## config.mk

```make
export PLATFORM = sky130hd
export DESIGN_NAME = adder_arbiter
export DESIGN_NICKNAME = d
export VERILOG_FILES = /design/src/rtl/adder_arb_pkg.sv /design/src/rtl/adder_arbiter_rr_pick.sv /design/src/rtl/adder_arbiter.sv
export SDC_FILE = /design/constraint.sdc
export NUM_CORES = 1
export LEC_CHECK = 0
export ABC_AREA = 1
export BUFFER_PORTS_ARGS = -buffer_cell sky130_fd_sc_hd__buf_2
export CORE_AREA = 3 3 160 162
export CTS_CLUSTER_SIZE = 10
export DETAILED_ROUTE_END_ITERATION = 16
export DIE_AREA = 0 0 163 165
export PLACE_DENSITY = 0.45
export SYNTH_ARGS = -nofsm -noshare
export SYNTH_HDL_FRONTEND = slang
export SYNTH_SLANG_ARGS = --single-unit
```

## constraint.sdc

```tcl
create_clock -name clk -period 2.5 [get_ports clk]
set_input_delay 0.5 -clock clk [delete_from_list [all_inputs] [get_ports clk]]
set_output_delay 0.5 -clock clk [all_outputs]
set_load 0.02 [all_outputs]
```

## src/rtl/adder_arb_pkg.sv

```systemverilog
// ============================================================================
// adder_arb_pkg : shared types for the carry-chaining adder arbiter
// Rev 1.0
// ============================================================================
`default_nettype none

package adder_arb_pkg;

  localparam int DEF_NREQ   = 4;
  localparam int DEF_W      = 32;
  localparam int DEF_BEAT_W = 3;
  localparam int ID_W       = $clog2(DEF_NREQ);

  typedef enum logic [0:0] {
    IDLE   = 1'b0,
    LOCKED = 1'b1
  } state_t;

  typedef struct packed {
    logic [DEF_W-1:0]      sum;
    logic                  cout;
    logic                  ovf;
    logic [ID_W-1:0]       id;
    logic [DEF_BEAT_W-1:0] beat;
    logic                  last;
  } rsp_t;

endpackage

`default_nettype wire

```

## src/rtl/adder_arbiter_rr_pick.sv

```systemverilog
// ============================================================================
// rr_pick : combinational round-robin first-one search starting at ptr
// Rev 1.0
// ============================================================================
`default_nettype none

module rr_pick #(
  parameter int N     = 4,
  parameter int IDX_W = $clog2(N)
) (
  input  logic [N-1:0]     req,
  input  logic [IDX_W-1:0] ptr,
  output logic [IDX_W-1:0] idx,
  output logic             found
);

  logic [IDX_W:0] w_k;

  // Walk offsets from farthest to nearest so the nearest hit is the one kept.
  always_comb begin
    idx   = '0;
    found = 1'b0;
    w_k   = '0;
    for (int i = N - 1; i >= 0; i--) begin
      w_k = {1'b0, ptr} + (IDX_W+1)'(i);
      if (w_k >= (IDX_W+1)'(N)) begin
        w_k = w_k - (IDX_W+1)'(N);
      end
      if (req[w_k[IDX_W-1:0]]) begin
        idx   = w_k[IDX_W-1:0];
        found = 1'b1;
      end
    end
  end

endmodule

`default_nettype wire

```

## src/rtl/adder_arbiter.sv

```systemverilog
// ============================================================================
// adder_arbiter : shares one external 32-bit adder between NREQ beat streams,
//                 chaining carry between beats of a locked packet
// Rev 1.0
// ============================================================================
`default_nettype none

module adder_arbiter
  import adder_arb_pkg::*;
#(
  parameter int NREQ   = DEF_NREQ,
  parameter int W      = DEF_W,
  parameter int BEAT_W = DEF_BEAT_W
) (
  input  logic                     clk,
  input  logic                     rst_n,
  input  logic [NREQ-1:0]          req_valid,
  output logic [NREQ-1:0]          req_ready,
  input  logic [NREQ*W-1:0]        req_a,
  input  logic [NREQ*W-1:0]        req_b,
  input  logic [NREQ-1:0]          req_cin,
  input  logic [NREQ-1:0]          req_last,
  output logic [W-1:0]             add_a,
  output logic [W-1:0]             add_b,
  output logic                     add_cin,
  input  logic [W-1:0]             add_sum,
  input  logic                     add_cout,
  output logic                     rsp_valid,
  input  logic                     rsp_ready,
  output logic [W-1:0]             rsp_sum,
  output logic                     rsp_cout,
  output logic                     rsp_ovf,
  output logic [$clog2(NREQ)-1:0]  rsp_id,
  output logic [BEAT_W-1:0]        rsp_beat,
  output logic                     rsp_last,
  output logic                     busy
);

  localparam int SEL_W = $clog2(NREQ);

  state_t            r_state;
  logic [SEL_W-1:0]  r_gnt;
  logic [SEL_W-1:0]  r_rr_ptr;
  logic              r_carry;
  logic [BEAT_W-1:0] r_beat_cnt;
  logic              r_rsp_valid;
  rsp_t              r_rsp;

  logic [W-1:0]      w_a [NREQ];
  logic [W-1:0]      w_b [NREQ];
  logic [SEL_W-1:0]  w_pick_idx;
  logic              w_pick_found;
  logic [SEL_W-1:0]  w_gnt;
  logic              w_gnt_ok;
  logic              w_first;
  logic              w_accept;
  logic              w_ovf;

  for (genvar gi = 0; gi < NREQ; gi++) begin : g_unpack
    assign w_a[gi] = req_a[gi*W +: W];
    assign w_b[gi] = req_b[gi*W +: W];
  end

  rr_pick #(
    .N     (NREQ),
    .IDX_W (SEL_W)
  ) u_rr_pick (
    .req   (req_valid),
    .ptr   (r_rr_ptr),
    .idx   (w_pick_idx),
    .found (w_pick_found)
  );

  // Gating with rst_n keeps every output, including the combinational ones, at 0 in reset.
  assign w_gnt    = (r_state == LOCKED) ? r_gnt : w_pick_idx;
  assign w_gnt_ok = rst_n && ((r_state == LOCKED) || w_pick_found);
  assign w_first  = (r_state == IDLE) || (r_beat_cnt == '0);
  assign w_accept = w_gnt_ok && req_valid[w_gnt] && (!r_rsp_valid || rsp_ready);

  assign add_a   = w_gnt_ok ? w_a[w_gnt] : '0;
  assign add_b   = w_gnt_ok ? w_b[w_gnt] : '0;
  assign add_cin = w_gnt_ok ? (w_first ? req_cin[w_gnt] : r_carry) : 1'b0;
  assign w_ovf   = (add_a[W-1] == add_b[W-1]) && (add_sum[W-1] != add_a[W-1]);

  assign req_ready = w_accept ? (NREQ'(1) << w_gnt) : '0;

  always_ff @(posedge clk or negedge rst_n) begin
    if (!rst_n) begin
      r_state     <= IDLE;
      r_gnt       <= '0;
      r_rr_ptr    <= '0;
      r_carry     <= 1'b0;
      r_beat_cnt  <= '0;
      r_rsp_valid <= 1'b0;
      r_rsp       <= '0;
    end else if (w_accept) begin
      r_rsp_valid <= 1'b1;
      r_rsp.sum   <= DEF_W'(add_sum);
      r_rsp.cout  <= add_cout;
      r_rsp.ovf   <= w_ovf;
      r_rsp.id    <= ID_W'(w_gnt);
      r_rsp.beat  <= DEF_BEAT_W'(r_beat_cnt);
      r_rsp.last  <= req_last[w_gnt];
      r_carry     <= add_cout;
      if (req_last[w_gnt]) begin
        r_state    <= IDLE;
        r_beat_cnt <= '0;
        r_rr_ptr   <= (w_gnt == SEL_W'(NREQ - 1)) ? '0 : w_gnt + 1'b1;
      end else begin
        r_state    <= LOCKED;
        r_gnt      <= w_gnt;
        r_beat_cnt <= r_beat_cnt + 1'b1;
      end
    end else if (rsp_ready) begin
      r_rsp_valid <= 1'b0;
    end
  end

  assign rsp_valid = r_rsp_valid;
  assign rsp_sum   = W'(r_rsp.sum);
  assign rsp_cout  = r_rsp.cout;
  assign rsp_ovf   = r_rsp.ovf;
  assign rsp_id    = SEL_W'(r_rsp.id);
  assign rsp_beat  = BEAT_W'(r_rsp.beat);
  assign rsp_last  = r_rsp.last;
  assign busy      = (r_state == LOCKED);

endmodule

`default_nettype wire
```

* Word-level counts from Yosys, hierarchy flattened
Index checks and enable logic that the tools add are counted.
** Cells by class
- Shifts and indexed selects :: 1
- Bitwise gates (word level) :: 3
- Muxes and demuxes :: 43
- Eq/ne operators :: 3
- Reduce and logical (&&, ||, !) cells :: 12
- $add $sub $neg :: 9
- $lt $le $gt $ge :: 10
** Operators by type and width (number)
- 2-to-1 mux 32 bit :: 6
- binary-select mux 32 bit (select 2 bit) :: 2
- 2-to-1 mux 2 bit :: 10
- 2-to-1 mux 1 bit :: 16
- less-than comparator 2 x 3 -> 1 bit, second input constant :: 5
- binary-select mux 1 bit (select 2 bit) :: 7
- >= comparator 3 bit, second input constant :: 4
- subtractor 2 x 1 -> 2 bit, second input constant :: 4
- adder 2 x 2 -> 3 bit, second input constant :: 2
- logical AND 1 bit :: 4
- 2-to-1 mux 4 bit :: 1
- AND reduction 2 bit :: 2
- << shifter 1 x 2 -> 4 bit, first input constant :: 1
- adder 2 x 1 -> 3 bit, second input constant :: 1
- adder 3 x 1 -> 3 bit, second input constant :: 1
- >= comparator 2 x 3 -> 1 bit, second input constant :: 1
- zero test 3 bit :: 1
- logical OR 1 bit :: 3
- 2-to-1 mux 3 bit :: 1
- NOT 2 -> 3 bit :: 1
- adder 2 x 1 -> 2 bit, second input constant :: 1
- == test 2 bit, second input constant :: 1
- NOT 1 bit :: 2
- nonzero test 2 bit :: 1
- 3 further kinds :: 3
** Word-level totals
- Word-level logic and storage cells :: 92
- Input bits :: 304
- Output and inout bits :: 111
- Bits in registers :: 49

* Depth between registers and ports, before layout
Gate-level depths: netlist of the first run.
- Depth in word-level cells :: 17
- Mapped depth :: 20
- Mapped depth without buffers :: 18

* Cells and area by module
A second synthesis of the first run with hierarchy kept.
** Unflattened totals
- Cell total of the unflattened synthesis :: 824
- Area total of the unflattened synthesis :: 4645.7 sq um
** By module, submodules not included
- adder_arbiter :: cells each 780, times used 1, area an instance 4430.5 sq um, sequential area each 1226.2 sq um
- rr_pick :: cells each 44, times used 1, area an instance 215.2 sq um, sequential area each 0.0 sq um

* Least setup slack after synthesis of the first run
OpenSTA, ideal clock, no wires.
- Kind :: in2out
- Start point :: input port req_valid[3]
- End point :: output port add_b[19]
- Required time :: 2.000 ns
- Setup slack :: -0.189 ns
- Buffers on the path :: 3
- Stages :: 16
- Data arrival time :: 2.189 ns
- Cell sequence :: inv_1 > nand2_1 > nand3_1 > nand2_1 > nand3_1 > nand3_1 > nand3_4 > nand2_4 > buf_6 > inv_4 > buf_8 > buf_6 > nor2_1 > nor2_1 > o21ai_1 > a21oi_1
** Between the ends
- Word-level cells in the longest chain between the ends :: 12
- Elaborated cells between the ends (all ways) :: 24
- Those cells by class :: mux: 21; bitwise: 1; reduce/logical: 2
** Ends and longest elaborated chain
- from (decl) :: line adder_arbiter.sv:17 : input logic [NREQ-1:0] req_valid,
- binary-select mux 1 bit (select 2 bit) :: line adder_arbiter_rr_pick.sv:29 : if (req[w_k[IDX_W-1:0]]) begin
- 2-to-1 mux 1 bit (implied by the code) :: line adder_arbiter_rr_pick.sv:29
- 2-to-1 mux 2 bit (4 in series) :: line adder_arbiter_rr_pick.sv:29
- 2-to-1 mux 2 bit :: line adder_arbiter.sv:75 : assign w_gnt = (r_state == LOCKED) ? r_gnt : w_pick_idx;
- NOT 2 -> 3 bit (implied by the code) :: line adder_arbiter.sv:81 : assign add_b = w_gnt_ok ? w_b[w_gnt] : '0;
- binary-select mux 32 bit (select 2 bit) :: line adder_arbiter.sv:81
- 2-to-1 mux 32 bit (implied by the code) (2 in series) :: line adder_arbiter.sv:81
- 2-to-1 mux 32 bit * :: line adder_arbiter.sv:81
- to (decl) :: line adder_arbiter.sv:24 : output logic [W-1:0] add_b,
Every way passes the cells marked *; elsewhere a longest branch is shown, timed or not. The select of a mux whose other input is x is not followed.

* Final worst setup path of the first run
- Start point :: register r_rr_ptr[0]
- End point :: output port add_b[28]
** Between the ends
- Word-level cells in the longest chain between the ends :: 15
- Elaborated cells between the ends (all ways) :: 39
- Those cells by class :: add/sub: 7; order compare: 4; mux: 25; bitwise: 1; reduce/logical: 2
** Ends and longest elaborated chain
- from (decl) :: line adder_arbiter.sv:43 : logic [SEL_W-1:0] r_rr_ptr;
- from (signal assigned) :: line adder_arbiter.sv:108 : r_rr_ptr <= (w_gnt == SEL_W'(NREQ - 1)) ? '0 : w_gnt + 1'b1;
- adder 2 x 2 -> 3 bit :: line adder_arbiter_rr_pick.sv:25 : w_k = {1'b0, ptr} + (IDX_W+1)'(i);
- >= comparator 3 bit / subtractor 2 x 1 -> 2 bit (equally long branches) :: line adder_arbiter_rr_pick.sv:26, adder_arbiter_rr_pick.sv:27
- 2-to-1 mux 2 bit :: line adder_arbiter_rr_pick.sv:26 : if (w_k >= (IDX_W+1)'(N)) begin
- binary-select mux 1 bit (select 2 bit) :: line adder_arbiter_rr_pick.sv:29
- 2-to-1 mux 1 bit (implied by the code) :: line adder_arbiter_rr_pick.sv:29
- 2-to-1 mux 2 bit (4 in series) :: line adder_arbiter_rr_pick.sv:29
- 2-to-1 mux 2 bit :: line adder_arbiter.sv:75
- NOT 2 -> 3 bit (implied by the code) :: line adder_arbiter.sv:81
- binary-select mux 32 bit (select 2 bit) :: line adder_arbiter.sv:81
- 2-to-1 mux 32 bit (implied by the code) (2 in series) :: line adder_arbiter.sv:81
- 2-to-1 mux 32 bit * :: line adder_arbiter.sv:81
Marks and branches as above.

==> flow_metrics.tcl, run 1 <==
set metrics [dict create \
    fillers 2696 \
    path_buf_inv 4 \
    register_area_mm2 0.00123 \
    final_cells 1593 \
    yosys_register_bits 49 \
    synth.top_cell.area_share_pct 26.4 \
    cp.required_ps 2000 \
    power_density_mw_per_mm2 1650 \
    synth_most_common_cell "nor2_1" \
    end_kind "output pin" \
    avgSynthCellArea_um2 5.75 \
    clockBufferDepth 2 \
    max_freq_mhz 333 \
    multi_input_area_mm2 0.00357 \
    period_minus_slack_ps 3000 \
    drc_errors 0 \
    leakagePower_uw 0.00459 \
    area_growth_pct 96.6 \
    grt_pass1_vias 6879 \
    grt_setup_unrepaired "true" \
    drt_iter0_drc 294 \
    die_y_um 165 \
    port_buffers 414 \
    vias 7035 \
    status "finished, violations left" \
    cts.sinks 49 \
    syn_inst 808 \
    chipWidth_um 163 \
    synthTopCellsByCount "263 x nor2_1, 158 x nand2_1, 95 x o21ai_1, 65 x a21oi_1, 49 x dfrtp_1" \
    syn-cell-area_mm2 0.00464 \
    synth.largest_area_cell "dfrtp_1" \
    layout-drive-gt1-share_pct 55.0 \
    placementRows 57 \
    core_mm2 0.0242 \
    ios 415 \
    path_clk_slew_ps 60 \
    grt_usage_pct 18.9 \
    dpl.hpwl_um 22100 \
    synth_nets 1118 \
    ant_nets 0 \
    critPathArrivalTime_ps 2500 \
    synth_ff_type "dfrtp_1" \
    nNetsFinal 1575 \
    grt_max_degree 54 \
    critPathTopFamily "buffers and inverters" \
    vdd_drop_max_uv 963 \
    firstDrtPassIters 4 \
    drt-total-wl_um 28200 \
    async_flop_share_pct 100 \
    slowest_stage "dfrtp_2" \
    synth_edf_count 0 \
    skew_ps 2.83 \
    drt-vias-per-instance 4.42 \
    start_util_pct 19.2 \
    path_max_fanout 26 \
    ys_top_cells_by_area "dfrtp_1 26%, nor2_1 21%, nand2_1 13%" \
    crit_chain "buf_12, o21ai_4, nand2_2, nand3_2, nand2_2, nand2_2, nand3_4, nand2_8, buf_8, buf_12, o21ai_0, a21oi_2, buf_2" \
    slew_headroom_pct 58.5 \
    path_common_cell "nand2_2" \
    hp-class "in2async" \
    ys_seq_area_share_pct 26.4 \
    grt_remaining_overflow 0 \
    pre_cts_ws_ps -382 \
    yosysWarningCount 0 \
    fp.dieArea_mm2 0.0269 \
    place.gp.congestion 0.894 \
    wl_per_cell_um 17.7 \
    grt_pass1_wl_um 39000 \
    stdcell_area_mm2 0.00913 \
    violations "setup timing" \
    dp.cells 1562 \
    synth_cell_types 29 \
    worst_slack_ps -502 \
    antenna_found_initial 3 \
    place_area_mm2 0.00782 \
    total_power_uw 15100 \
    worst_pin_slew_ps 622 \
    numCtsBuffers 5 \
    hold_viol 0 \
    clk_root_buffer_cell "clkbuf_16" \
    htreeDepth 2 \
    worstSetupPathType "reg2out" \
    cts_tree "built" \
    critical-path-max-stage-delay_ps 440 \
    clk_latency_ps 290 \
    finalMaxSlewViolations 0 \
    min_period_over_period_pct 120 \
    setup_violations 69 \
    cp-start-kind "flop" \
    max_cap_violations 0 \
]
-- power by group --
group | internal [µW] | switching [µW]
Clock | 500 | 282
Sequential | 1180 | 209
Combinational | 5480 | 7420
Total | 7160 | 7910
-- path summary, 6_finish.rpt --
kind | startpoint | to | slack [ps] | depth (start not counted)
hold / removal | rst_n | busy$_DFFE_PN0P_ | 360 | 2
setup / recovery | r_rr_ptr[0]$_DFFE_PN0P_ | add_b[28] | -500 | 13
setup reg to reg | r_rr_ptr[0]$_DFFE_PN0P_ | rsp_sum[15]$_DFFE_PN0P_ | 10 | 19
hold reg to reg | rsp_sum[26]$_DFFE_PN0P_ | rsp_sum[26]$_DFFE_PN0P_ | 480 | 2
min in group clk | add_sum[8] | rsp_sum[8]$_DFFE_PN0P_ | 400 | 3
max in group asynchronous | rst_n | r_rr_ptr[0]$_DFFE_PN0P_ | 1710 | 2
-- layout make-up --
| class | instances | share of cell area (%) |
|---|---|---|
| Clock inverter | 1 | 0.329 |
| Inverter | 29 | 1.52 |
| Clock buffer | 7 | 1.56 |
| Timing Repair Buffer | 509 | 39.6 |
| Sequential cell | 49 | 13.4 |
| Tap cell | 324 | 4.44 |
| Antenna cell | 3 | 0.0822 |
| Multi-Input combinational cell | 671 | 39.1 |
-- kinds of logic (layout without fill, tap and decap cells) --
group,Yosys count,count (layout),share of synthesized area (%)
DFF,49,49,26.4
xor gates and xnor gates,1,1,0.189
AOI/OAI and AO/OA,211,211,22.9
and+or+nand+nor,453,453,38.4
other,0,3,0
adders and majority gates,6,6,1.62
buffers and inverters,88,546,10.5
-- worst register-to-register path, stage by stage (launching register included) --
cell and delay, ps:
dfrtp_2 440, buf_12 160, nand2_4 90, nand3_4 70, nand2_2 60, nand3_2 100, nand2_2 90, nand2_2 60
nand3_4 110, nand2_8 80, buf_4 180, nand2_1 60, nand3_1 70, nand2_2 130, nand3_4 90, buf_12 150
buf_6 140, clkbuf_16 170, nand2_1 70, nand2_1 50
-- sequential cells by signal (all words and copies together) (netlist names) --
| register | flops |
|---|---|
| rsp_beat | 3 |
| rsp_valid | 1 |
| r_beat_cnt | 3 |
| r_rr_ptr | 2 |
| rsp_cout | 1 |
| rsp_ovf | 1 |
| busy | 1 |
| rsp_id | 2 |
| rsp_sum | 32 |
| rsp_last | 1 |
| r_gnt | 2 |
-- cells in the final DEF (no fill, tap or decap), types with 21 or more instances in the layout --
master	count
a21oi_2	62
buf_12	21
buf_2	346
buf_4	76
buf_6	52
dfrtp_1	48
nand2_1	138
nor2_1	202
nor2_2	48
o21ai_1	124
-- repair_timing --
action                     in CTS  in global routing
pin swaps                      32                 38
setup endpoints to repair      78                108
gates resized for setup       162                 96
setup buffers                   8                  4
gates cloned                    5                  6
hold buffers                    0                  0
-- per-stage QoR --
stage | util, % | TNS, ps | hold WS (ps)
final | 37.7 | -30550 | 358
after CTS | 35.9 | -30230 | 378
after floorplan | - | -1040 | 204
after global routing | 37.7 | -45450 | 409
after detailed placement | 32.2 | -16700 | 465
after global placement | 32.2 | -15900 | 455
-- layer usage --
metal	vias up	GRT usage [%]	share of wire, %	wire length (µm)
met5	-	0	0	0
met4	0	7.80	3.8	1080
met3	45	5.04	7.2	2030
met2	243	35.5	53	15000
met1	3221	19.9	36	10100
li1	3526	-	-	-
No activity file was read; power rests on OpenSTA's default activity.
==> run 2, diff against run 1 <==
- SYNTH_HIERARCHICAL: unset -> 1
==> flow_metrics.tcl, run 2 <==
set metrics [dict create \
    start_util_pct 19.2 \
    largest_reg_flops 32 \
    grt_remaining_overflow 0 \
    grt_pass1_wl_um 40400 \
    min_period_over_period_pct 124 \
    ctsHoldBuffers 0 \
    synth_ff_type "dfrtp_1" \
    synth_most_common_cell "nor2_1" \
    synth_xor_area_share_pct 0.189 \
    synth_compound_area_share_pct 22.0 \
    async_flop_share_pct 100 \
    vdd_drop_max_uv 835 \
    synthTopCellsByCount "257 x nor2_1, 170 x nand2_1, 110 x o21ai_0, 65 x a21oi_1, 49 x dfrtp_1" \
    syn_inst 824 \
    grt_usage_pct 19.5 \
    path_common_cell "nand2_2" \
    finalMaxSlewViolations 0 \
    path_max_fanout 6 \
    drt_iter0_drc 253 \
    power_density_mw_per_mm2 1820 \
    die_y_um 165 \
    slowest_stage "dfrtp_2" \
    setup_violations 114 \
    antenna_found_initial 7 \
    hold_viol 0 \
    dpl.hpwl_um 22100 \
    placementRows 57 \
    drc_errors 0 \
    grt_setup_unrepaired "true" \
    area_growth_pct 124 \
    layout-drive-gt1-share_pct 62.0 \
    place_area_mm2 0.00793 \
    hp-class "in2async" \
    core_mm2 0.0242 \
    synth_edf_count 0 \
    fillers 2567 \
    grt_max_degree 50 \
    ys_seq_area_share_pct 26.4 \
    synth.top_cell.area_share_pct 26.4 \
    path_clk_slew_ps 70 \
    max_freq_mhz 321 \
    vias 7468 \
    wl_per_cell_um 18.4 \
    port_buffers 414 \
    path_buf_inv 8 \
    cts_tree "built" \
    leakagePower_uw 0.00519 \
    fp.dieArea_mm2 0.0269 \
    drt-total-wl_um 30400 \
    htreeDepth 2 \
    worst_pin_slew_ps 649 \
    cp-start-kind "flop" \
    yosys_register_bits 49 \
    synth.area.mux_share_pct 0 \
    slew_headroom_pct 56.7 \
    drt-vias-per-instance 4.53 \
    critPathTopFamily "buffers and inverters" \
    max_cap_violations 0 \
    final_cells 1650 \
    chipWidth_um 163 \
    place.gp.congestion 0.918 \
    avgSynthCellArea_um2 5.64 \
    critPathArrivalTime_ps 2610 \
    numCtsBuffers 5 \
    ios 415 \
    synth.largest_area_cell "dfrtp_1" \
    ys_top_cells_by_area "dfrtp_1 26%, nor2_1 21%, nand2_1 14%" \
    synth_cell_types 23 \
    period_minus_slack_ps 3110 \
    synth_top_family_by_area "simple AND/OR/NAND/NOR gates" \
    final_cell_mix "345 x buf_2, 201 x nor2_1, 141 x nand2_1, 73 x buf_4, 64 x o21ai_2" \
    dp.cells 1581 \
    skew_ps 9.28 \
    clk_latency_ps 290 \
    firstDrtPassIters 5 \
    violations "setup timing" \
    status "finished, violations left" \
    synthSimpleGateAreaFrac_pct 39.8 \
    stdcell_area_mm2 0.0104 \
    yosysWarningCount 6 \
    layout_commonest_cell "buf_2" \
    crit_chain "buf_12, clkinv_8, nand2_4, and2_4, nand2_2, nand2_2, inv_2, nand2_2, nand2_2, nand2_4, nand2_4, nand2_8, buf_12, buf_12, buf_16, buf_6, o21ai_2, a21oi_2, buf_6" \
    worstSetupPathType "reg2out" \
    end_kind "output pin" \
    fin_setup_tns_ps -50890 \
    critical-path-max-stage-delay_ps 430 \
    cp.required_ps 2000 \
    cts.sinks 49 \
    worst_slack_ps -610 \
    clk_root_buffer_cell "clkbuf_16" \
    total_power_uw 18900 \
    synthAdderAreaFrac_pct 1.62 \
    syn-cell-area_mm2 0.00465 \
    multi_input_area_mm2 0.00400 \
    register_area_mm2 0.00123 \
    ant_nets 0 \
    nNetsFinal 1628 \
    grt_pass1_vias 7083 \
    clockBufferDepth 2 \
    synth_nets 1134 \
]
==> run 2: per-layer routing <==
layer / up-vias / wire (µm) / share of wire (%) / GRT usage [%]
met5: - / 0 / 0 / 0
met4: 0 / 1140 / 3.8 / 7.04
met3: 48 / 2070 / 6.8 / 4.99
met2: 274 / 16100 / 53 / 36.4
met1: 3511 / 11000 / 36 / 21.1
li1: 3635 / - / - / -
==> run 2: path summary, 6_finish.rpt <==
path / startpoint / end / depth (start not counted) / slack, ps
min: rst_n / rsp_sum[11]$_DFFE_PN0P_ / 2 / 380
min in group clk: add_cout / rsp_cout$_DFFE_PN0P_ / 3 / 400
min reg2reg: rsp_sum[17]$_DFFE_PN0P_ / rsp_sum[17]$_DFFE_PN0P_ / 2 / 480
max reg2reg: r_rr_ptr[0]$_DFFE_PN0P_ / rsp_sum[16]$_DFFE_PN0P_ / 26 / -380
max: r_rr_ptr[0]$_DFFE_PN0P_ / add_b[3] / 19 / -610
max in group asynchronous: rst_n / r_rr_ptr[0]$_DFFE_PN0P_ / 2 / 1660
==> run 2: final cells by class <==
type	count	area share (%)
Antenna cell	7	0.168
Clock buffer	5	1.20
Clock inverter	3	0.445
Inverter	38	1.78
Multi-Input combinational cell	678	38.5
Sequential cell	49	11.8
Tap cell	324	3.90
Timing Repair Buffer	545	42.1
Timing Repair inverter	1	0.156
==> run 2: power by group <==
group | switching (µW) | internal (µW) | leakage (µW)
Combinational | 8880 | 7870 | 0.00449
Sequential | 217 | 1170 | 0.000616
Clock | 314 | 474 | 0.0000801
==> run 2: what timing repair did <==
action                                  in CTS  in global routing
pin swaps                                    6                 65
cloned                                       7                 18
gates resized for setup                    133                279
endpoints found under the setup margin     113                117
buffers inserted                            11                 20
==> run 2: cell families (layout without fill, tap and decap cells) <==
| family | count (synthesis) | after routing |
|---|---|---|
| buffers and inverters | 97 | 592 |
| flip-flops | 49 | 49 |
| XOR/XNOR | 1 | 1 |
| adder cells (fa/ha/maj) | 6 | 6 |
| other | 0 | 7 |
| AND/OR/NAND/NOR | 469 | 469 |
| AO/OA/AOI/OAI | 202 | 202 |
==> run 2: metrics by stage <==
step | util (%) | worst slack [ps] | hold WS [ps]
CTS | 36.4 | -571 | 392
global placement | 32.7 | -429 | 458
floorplan | - | -27.5 | 204
global route | 42.9 | -748 | 398
finish | 42.9 | -610 | 375
detailed placement | 32.7 | -455 | 463
